## src/rtl/cic_interp_tx.sv

```systemverilog
// 3-stage CIC interpolator by 2^LOG2R with a one-entry input buffer.
// Combs run at the input rate and integrators at the tick rate; output is scaled to unity DC gain.
module cic_interp_tx #(
  parameter int DW      = 29,
  parameter int LOG2R   = 3,
  parameter int OUT_DIV = 4
) (
  input  logic                 clk,
  input  logic                 rst,
  input  logic                 en,
  input  logic signed [DW-1:0] din,
  input  logic                 in_valid,
  output logic                 in_ready,
  output logic signed [DW-1:0] dout,
  output logic                 out_valid,
  output logic                 underflow
);

  localparam int IW = DW + 3 * LOG2R;
  localparam int S  = 2 * LOG2R;
  localparam int CW = (OUT_DIV > 1) ? $clog2(OUT_DIV) : 1;
  localparam logic [CW-1:0] CNT_LAST = CW'(OUT_DIV - 1);

  logic [CW-1:0]        cnt_q, cnt_d;
  logic [LOG2R-1:0]     k_q, k_d;
  logic signed [DW-1:0] buf_q, buf_d;
  logic                 buf_full_q, buf_full_d;
  logic signed [IW-1:0] xd_q, xd_d, c1d_q, c1d_d, c2d_q, c2d_d;
  logic signed [IW-1:0] i1_q, i1_d, i2_q, i2_d, i3_q, i3_d;
  logic signed [DW-1:0] dout_q, dout_d;
  logic                 out_valid_q;

  logic                 tick, consume, xfer;
  logic signed [IW-1:0] x, c1, c2, c3, u, sh;
  logic signed [DW-1:0] sat;

  always_comb begin
    tick  = 1'b0;
    cnt_d = cnt_q;
    if (en) begin
      if (cnt_q == CNT_LAST) begin
        tick  = 1'b1;
        cnt_d = '0;
      end else begin
        cnt_d = cnt_q + CW'(1);
      end
    end
  end

  assign consume   = tick && (k_q == '0);
  assign in_ready  = !buf_full_q;
  assign xfer      = in_valid && !buf_full_q;
  assign underflow = consume && !buf_full_q && !rst;

  // A consumption tick and a transfer never both touch a full buffer, so xfer may simply win.
  always_comb begin
    k_d        = tick ? k_q + LOG2R'(1) : k_q;
    buf_d      = buf_q;
    buf_full_d = buf_full_q;
    if (consume) buf_full_d = 1'b0;
    if (xfer) begin
      buf_d      = din;
      buf_full_d = 1'b1;
    end
  end

  always_comb begin
    x = '0;
    if (consume && buf_full_q) x = {{(IW-DW){buf_q[DW-1]}}, buf_q};
    c1    = x - xd_q;
    c2    = c1 - c1d_q;
    c3    = c2 - c2d_q;
    u     = consume ? c3 : '0;
    xd_d  = consume ? x  : xd_q;
    c1d_d = consume ? c1 : c1d_q;
    c2d_d = consume ? c2 : c2d_q;
  end

  always_comb begin
    sh = i3_q >>> S;
    if ((sh[IW-1:DW-1] == '0) || (sh[IW-1:DW-1] == '1)) sat = sh[DW-1:0];
    else if (sh[IW-1])                                     sat = {1'b1, {(DW-1){1'b0}}};
    else                                                   sat = {1'b0, {(DW-1){1'b1}}};
  end

  // Integrators chain on pre-tick values; modular wrap cancels out across the cascade.
  always_comb begin
    i1_d   = i1_q;
    i2_d   = i2_q;
    i3_d   = i3_q;
    dout_d = dout_q;
    if (tick) begin
      i1_d   = i1_q + u;
      i2_d   = i2_q + i1_q;
      i3_d   = i3_q + i2_q;
      dout_d = sat;
    end
  end

  always_ff @(posedge clk or posedge rst) begin
    if (rst) begin
      cnt_q       <= '0;
      k_q         <= '0;
      buf_q       <= '0;
      buf_full_q  <= 1'b0;
      xd_q        <= '0;
      c1d_q       <= '0;
      c2d_q       <= '0;
      i1_q        <= '0;
      i2_q        <= '0;
      i3_q        <= '0;
      dout_q      <= '0;
      out_valid_q <= 1'b0;
    end else begin
      cnt_q       <= cnt_d;
      k_q         <= k_d;
      buf_q       <= buf_d;
      buf_full_q  <= buf_full_d;
      xd_q        <= xd_d;
      c1d_q       <= c1d_d;
      c2d_q       <= c2d_d;
      i1_q        <= i1_d;
      i2_q        <= i2_d;
      i3_q        <= i3_d;
      dout_q      <= dout_d;
      out_valid_q <= tick;
    end
  end

  assign dout      = dout_q;
  assign out_valid = out_valid_q;

endmodule

```

## config.mk

```make
export PLATFORM = sky130hd
export DESIGN_NAME = cic_interp_tx
export DESIGN_NICKNAME = d
export VERILOG_FILES = /design/src/rtl/cic_interp_tx.sv
export SDC_FILE = /design/constraint.sdc
export NUM_CORES = 1
export LEC_CHECK = 0
export ABC_AREA = 1
export CORE_MARGIN = 2
export CORE_UTILIZATION = 65
export DETAILED_ROUTE_END_ITERATION = 16
export PLACE_DENSITY = 0.83
export SETUP_SLACK_MARGIN = 0.3
export SYNTH_ARGS = -nofsm -noshare
export SYNTH_HDL_FRONTEND = slang
export SYNTH_SLANG_ARGS = --single-unit
```

## constraint.sdc

```tcl
create_clock -name clk -period 22.9 [get_ports clk]
set_clock_uncertainty 0.1 [all_clocks]
set_input_delay 4.58 -clock clk [delete_from_list [all_inputs] [get_ports clk]]
set_output_delay 4.58 -clock clk [all_outputs]
set_load 0.02 [all_outputs]
```

==> impl_results.md, run 1 <==
- Largest net degree at the start of global routing: 144
- Unrepaired setup endpoints after global routing: no
- Synth Instances: 3,207
- Measured slew at the worst slew-check pin: 1.04 ns
- Clock Path Buffers: 3
- Data required time at the worst endpoint: 23.32 ns
- Syn-to-layout area delta: 9.08%
- Top post-synthesis cells by count: nand2_1 (654), inv_1 (376), nor2_1 (374)
- Part of the cycle the worst path needs: 65.9%
- Slowest stage delay, CP: 0.68 ns
- Effective utilization at floorplan: 66.2%
- Core Util, Final: 72.2%
- Mapped Area: 0.0230 mm²
- Buffers on Ports: 64
- Remaining Overflow, GRT: 0
- Count of TritonRoute iterations in the first routing pass: 9
- Worst min-delay path class: reg -> reg
- Number of nets with antenna violations after routing: 0
- Achievable frequency: 66.3 MHz
- Arrival time reported for the critical path endpoint: 15.51 ns
- Critical path type: in -> reg
- Number of maximum-capacitance violations: 0
- Main area contributors after synthesis: dfrtp_1 (31%), ha_1 (12%), nand2_1 (11%), a21oi_1 (6.7%), inv_1 (6.1%)
- Distinct cells, synth: 62
- Number of H-tree levels: 1
- Proportion of layout cells with a drive suffix above 1: 5.41%
- Routability-driven placement congestion ratio: 1.04
- Post-CTS setup-driven buffer insertion count: 0
- Die outline height: 192 µm
- Vias in the first global route: 22.7k
- Number of placement rows: 68
- Number of enable flip-flop cells after synthesis: 0
- Crit Path Max Fanout: 60
- Area of all sequential standard cells: 0.00711 mm²
- Shortest clock period the worst path allows after layout: 15.08 ns
- Primary flip-flop cell chosen by synthesis mapping: dfrtp_1
- Clock-pin slew on the worst setup and hold paths: 0.06 ns
- Floorplan die width: 192 µm
- Register area share after synthesis: 30.9%
- Synth Warn #: 0
- Number of clock buffers inserted by TritonCTS: 31
- Flip-flop and latch count after synthesis: 284
- Total global routing track utilization: 36.2%
- Global-route wire length before repair: 107,000 µm
- Source-to-sink clock delay at the later pin of the worst-skew pair: 0.60 ns
- Leading area contributor after synthesis: dfrtp_1
- Full die area: 0.0369 mm²
- Number of hold violations in the final report: 0
- Post-synthesis area per instance: 7.17 µm²
- Startpoint type of the worst setup path: input pin
- Proportion of synthesized flip-flops having asynchronous set or reset: 100%
- Area inside the core boundary: 0.0347 mm²
- Top-level port count: 65
- Worst slew margin: 30.5%
- Filler Cell Count: 2,675
- Post-synth net total: 3,464
- Number of vias in the routed layout: 22.5k
- Per-cell routed wire length: 17.7 µm
- # clock sinks: 284
- Clock tree from TritonCTS: built
- Multi-input combinational cell area: 0.0142 mm²
- Final wirelength: 66,100 µm
- Root Buffer: clkbuf_16
- Run status: complete, no violations
- Post-detailed-route DRC marker count: 0
- Final-report max-slew violation count: 0
- Category of the worst setup path capture point: flop
- Post-DP HPWL: 50,200 µm
- DRC violation total after the first TritonRoute iteration: 1,494
- Number of nets in the final layout: 3,503
- Yosys top cell area share: 30.9%
- Final antenna diode count: 0
- Library cell contributing the largest single delay on the critical path: nor4_1
- Cts repair resizes: 0
- Initial antenna violation count: 0
- Final-report setup violation count: 0
- Post-cts hold buffer count: 0
- TNS Setup: 0 ns
- Most numerous cell in the Yosys netlist: nand2_1
- Via density per instance: 6.05
[state kept, by name, summed over array words and instances, names as in the netlist]
name        count
cnt_q           2
i1_q           38
i2_q           38
k_q             3
c1d_q          38
buf_full_q      1
buf_q          29
i3_q           38
dout           29
out_valid       1
c2d_q          38
xd_q           29
[layout by cell type (no fill, tap or decap), drive strengths merged, types with 3 or more instances in the layout]
cell,Yosys,layout
nand2,670,670
inv,383,384
nor2,380,380
a21oi,327,327
o21ai,303,303
dfrtp,284,284
ha,218,218
nand3,112,112
xor2,72,72
a31oi,71,71
clkdlybuf4s50,0,64
clkbuf,47,49
nand4,38,38
xnor2,37,37
or2,32,32
a21o,28,28
nor3,28,28
o22ai,27,27
o21bai,24,24
o31ai,17,17
a221oi,11,11
and2,11,11
nor4,9,9
o21a,9,9
o211ai,9,9
o221ai,8,8
buf,18,7
fa,6,6
o311ai,4,4
bufinv,0,4
a21boi,4,4
nand3b,3,3
[layer usage]
metal / GRT usage [%] / share of wire [%] / routed length [µm] / up-vias
met5: 0 / 0 / 0 / -
met4: 21.0 / 6.6 / 4380 / 0
met3: 4.09 / 4.6 / 3020 / 269
met2: 68.7 / 51 / 33900 / 831
met1: 38.5 / 38 / 24800 / 10500
li1: - / - / - / 10900
[final cells by class]
class                      instances  share of cell area [%]
clock buffer                      49                    3.64
clock inverter                     7                   0.549
inverter                         384                    5.80
multi-input combinational       2474                    56.6
sequential                       284                    28.4
tap                              455                    2.27
timing repair buffer              71                    2.77
[metrics by stage]
step / instance area (µm²) / std cells / worst slack [ns] / hold WS, ns
after floorplan: 23000 / 3207 / 10.38 / 0.349
after global placement: 24000 / 3668 / 7.74 / 0.362
after detailed placement: 24000 / 3668 / 7.56 / 0.374
after CTS: 25100 / 3724 / 7.99 / 0.389
after global routing: 25100 / 3724 / 6.95 / 0.418
final: 25100 / 3724 / 7.82 / 0.389
[critical path, delay by kind of cell]
| family | cells | cell delay (ns) |
|---|---|---|
| xor gates and xnor gates | 1 | 0.22 |
| adders and majority gates | 4 | 1.39 |
| buffers and inverters | 7 | 2.05 |
| AOI/OAI and AO/OA | 12 | 1.90 |
| and+or+nand+nor | 30 | 5.28 |
[final timing paths]
check	slack [ns]	startpoint	depth (start not counted)	to
hold reg to reg	0.39	c1d_q[1]$_DFFE_PP0P_	2	c1d_q[1]$_DFFE_PP0P_
hold / removal	0.39	c1d_q[1]$_DFFE_PP0P_	2	c1d_q[1]$_DFFE_PP0P_
setup reg to reg	11.80	cnt_q[0]$_DFFE_PP0P_	49	i1_q[37]$_DFFE_PP0P_
min in group asynchronous	4.49	rst	2	c2d_q[0]$_DFFE_PP0P_
setup / recovery	7.82	en	54	i1_q[37]$_DFFE_PP0P_
max in group asynchronous	15.82	rst	4	dout[1]$_DFFE_PP0P_
[cells by family after synthesis]
group                      synth area share (%)
and+or+nand+nor                            23.4
xor gates and xnor gates                   4.19
muxes                                    0.0980
buffers and inverters                      7.37
DFF                                        30.9
adders and majority gates                  12.4
AOI/OAI and AO/OA                          21.6
Power of run 1 is not shown: default switching activity piles up to over one toggle a cycle in this logic, so the estimate is an artifact.
==> inputs of run 2 (changes only) <==
--- a/config.mk
+++ b/config.mk
@@ -7,9 +7,9 @@
 export LEC_CHECK = 0
 export ABC_AREA = 1
 export CORE_MARGIN = 2
-export CORE_UTILIZATION = 65
+export CORE_UTILIZATION = 64
 export DETAILED_ROUTE_END_ITERATION = 16
-export PLACE_DENSITY = 0.83
+export PLACE_DENSITY = 0.82
 export SETUP_SLACK_MARGIN = 0.3
 export SYNTH_ARGS = -nofsm -noshare
 export SYNTH_HDL_FRONTEND = slang
==> constraint.sdc (replaced) <==
create_clock -name clk -period 14.6 [get_ports clk]
set_clock_uncertainty 0.1 [all_clocks]
set_input_delay 2.92 -clock clk [delete_from_list [all_inputs] [get_ports clk]]
set_output_delay 2.92 -clock clk [all_outputs]
set_load 0.02 [all_outputs]
==> run 2 against run 1 <==
Effect of this change: sequential share of layout area fell by 0.068 points; die area rose by 1.5%; first-iteration DRC count rose by 0.20%; critical path depth fell by 4; clock-buffer cell count rose by 2; hold slack got worse by 0.0042 ns; via count rose by 0.51%; final area rose by 0.24%; core utilization fell by 1.4 points; non-clock buffer count fell by 2; flip-flop and latch count did not move.
==> impl_results.md, run 2 (synthesis gave the netlist of run 1 again) <==
- Final wirelength: 68,000 µm (+2.9%)
- Leading cell type in the layout, fill and taps excluded: nand2_1
- Final-report max-slew violation count: 0 (unchanged)
- Clock Path Buffers: 3 (unchanged)
- Data required time at the worst endpoint: 14.94 ns (-8.38 ns)
- Proportion of layout cells with a drive suffix above 1: 5.50% (+0.090 points)
- Part of the cycle the worst path needs: 91.1%
- Clock tree from TritonCTS: built
- Total instance count after detailed placement: 3,672 (+0.11%)
- Final antenna diode count: 0 (unchanged)
- Number of vias in the routed layout: 22.6k (+0.51%)
- Post-DP HPWL: 50,900 µm (+1.3%)
- Final setup margin: 1.29 ns (-6.52 ns)
- Run status: complete, no violations
- Arrival time reported for the critical path endpoint: 13.65 ns (-1.86 ns)
- Crit Path Max Fanout: 55 (-8.3%)
- Slowest stage delay, CP: 0.58 ns (-0.10 ns)
- Number of nets in the final layout: 3,505 (+0.057%)
- Core Util, Final: 70.8% (-1.4 points)
- Achievable frequency: 75.1 MHz
- TNS Setup: 0 ns (unchanged)
- Remaining Overflow, GRT: 0 (unchanged)
- Top-level port count: 65 (unchanged)
- Floorplan die width: 193 µm (+0.76%)
- Number of nets with antenna violations after routing: 0 (unchanged)
- Post-cts hold buffer count: 0 (unchanged)
- Filler Cell Count: 2,830 (+5.8%)
- Buffers & Inverters on Critical Path: 8 (+1)
- Minimum setup slack after placement: 1.02 ns (-6.55 ns)
- Most frequent cells in the layout: nand2_1 (652), inv_1 (375), nor2_1 (374)
- Unrepaired setup endpoints after global routing: no
- Post-CTS setup-driven buffer insertion count: 0 (unchanged)
- Count of TritonRoute iterations in the first routing pass: 6 (-3)
- Post-detailed-route DRC marker count: 0 (unchanged)
- Number of maximum-capacitance violations: 0 (unchanged)
- Source-to-sink clock delay at the later pin of the worst-skew pair: 0.56 ns (-0.04 ns)
- Final-report setup violation count: 0 (unchanged)
- Total global routing track utilization: 36.3% (+0.13 points)
- Worst slew margin: 12.6% (-18 points)
- DRC violation total after the first TritonRoute iteration: 1,497 (+0.20%)
- Syn-to-layout area delta: 9.34%
- Category of the worst setup path capture point: flop
- Per-cell routed wire length: 18.2 µm (+2.7%)
- # clock sinks: 284 (unchanged)
- Buffers on Ports: 64 (unchanged)
- Clock-pin slew on the worst setup and hold paths: 0.06 ns (about the same)
- Global-route wire length before repair: 111,000 µm (+3.7%)
- Top cell family by delay on the critical path: simple AND/OR/NAND/NOR gates
- Vias in the first global route: 23.1k (+2.0%)
- Initial antenna violation count: 0 (unchanged)
- Critical path type: in -> reg
- Library cell contributing the largest single delay on the critical path: clkdlybuf4s50_1
- Area inside the core boundary: 0.0355 mm² (+2.2%)
- Measured slew at the worst slew-check pin: 1.31 ns (+0.269 ns)
- Effective utilization at floorplan: 64.8% (-1.4 points)
- Largest net degree at the start of global routing: 149 (+3.5%)
- Number of hold violations in the final report: 0 (unchanged)
- Die outline height: 193 µm (+0.76%)
- Number of clock buffers inserted by TritonCTS: 35 (+13%)
- Post-layout instance count excluding filler cells: 3,731 (+0.19%)
- Via density per instance: 6.07 (+0.32%)
- Routability-driven placement congestion ratio: 1.03 (-0.88%)
- Shortest clock period the worst path allows after layout: 13.31 ns
- Cts repair resizes: 0 (unchanged)
- Number of placement rows: 69 (+1.5%)
- Root Buffer: clkbuf_16
- Startpoint type of the worst setup path: input pin
- Number of H-tree levels: 2 (+1)
- Full die area: 0.0374 mm² (+1.5%)
- Worst min-delay path class: reg -> reg
==> run 2: layer usage <==
metal  up-vias  track usage (%)  part of all wire (%)
li1      10900                -                     -
met1     10600             38.8                    38
met2       848             67.4                    51
met3       274             3.92                   4.1
met4         0             24.4                   7.1
met5         -                0                     0
==> run 2: path summary, 6_finish.rpt <==
path / slack [ns] / cells after the start / start / end
max in group asynchronous: 10.07 / 3 / rst / i1_q[8]$_DFFE_PP0P_
hold / removal: 0.39 / 2 / c2d_q[23]$_DFFE_PP0P_ / c2d_q[23]$_DFFE_PP0P_
setup / recovery: 1.29 / 50 / en / i1_q[37]$_DFFE_PP0P_
min in group asynchronous: 2.88 / 2 / rst / c2d_q[10]$_DFFE_PP0P_
hold reg to reg: 0.39 / 2 / c2d_q[23]$_DFFE_PP0P_ / c2d_q[23]$_DFFE_PP0P_
setup reg to reg: 3.59 / 48 / cnt_q[0]$_DFFE_PP0P_ / i1_q[37]$_DFFE_PP0P_
==> run 2: metrics by stage <==
step / hold slack (ns) / instance area (µm²)
after floorplan: 0.349 / 23000
after global placement: 0.366 / 24000
after detailed placement: 0.371 / 24000
after CTS: 0.387 / 25100
after global routing: 0.418 / 25100
final: 0.385 / 25100
==> run 2: area by class of cell <==
| type | instances | area [µm²] | share of cell area (%) |
|---|---|---|---|
| multi-input cells | 2474 | 14200 | 56.5 |
| flip-flops and latches | 284 | 7110 | 28.3 |
| repair buffers | 69 | 691 | 2.75 |
| clock buffers | 51 | 1030 | 4.09 |
| clock inverters | 8 | 77.6 | 0.309 |
| well taps | 461 | 577 | 2.30 |
| inverters | 384 | 1450 | 5.79 |
==> run 2: tightest hold or removal path, delay by kind of cell, from the launching register on <==
kind / cells / cell delay (ns)
AOI/OAI and AO/OA: 1 / 0.06
DFF: 1 / 0.34
and+or+nand+nor: 1 / 0.05
Power of run 2 is left out for the same reason.
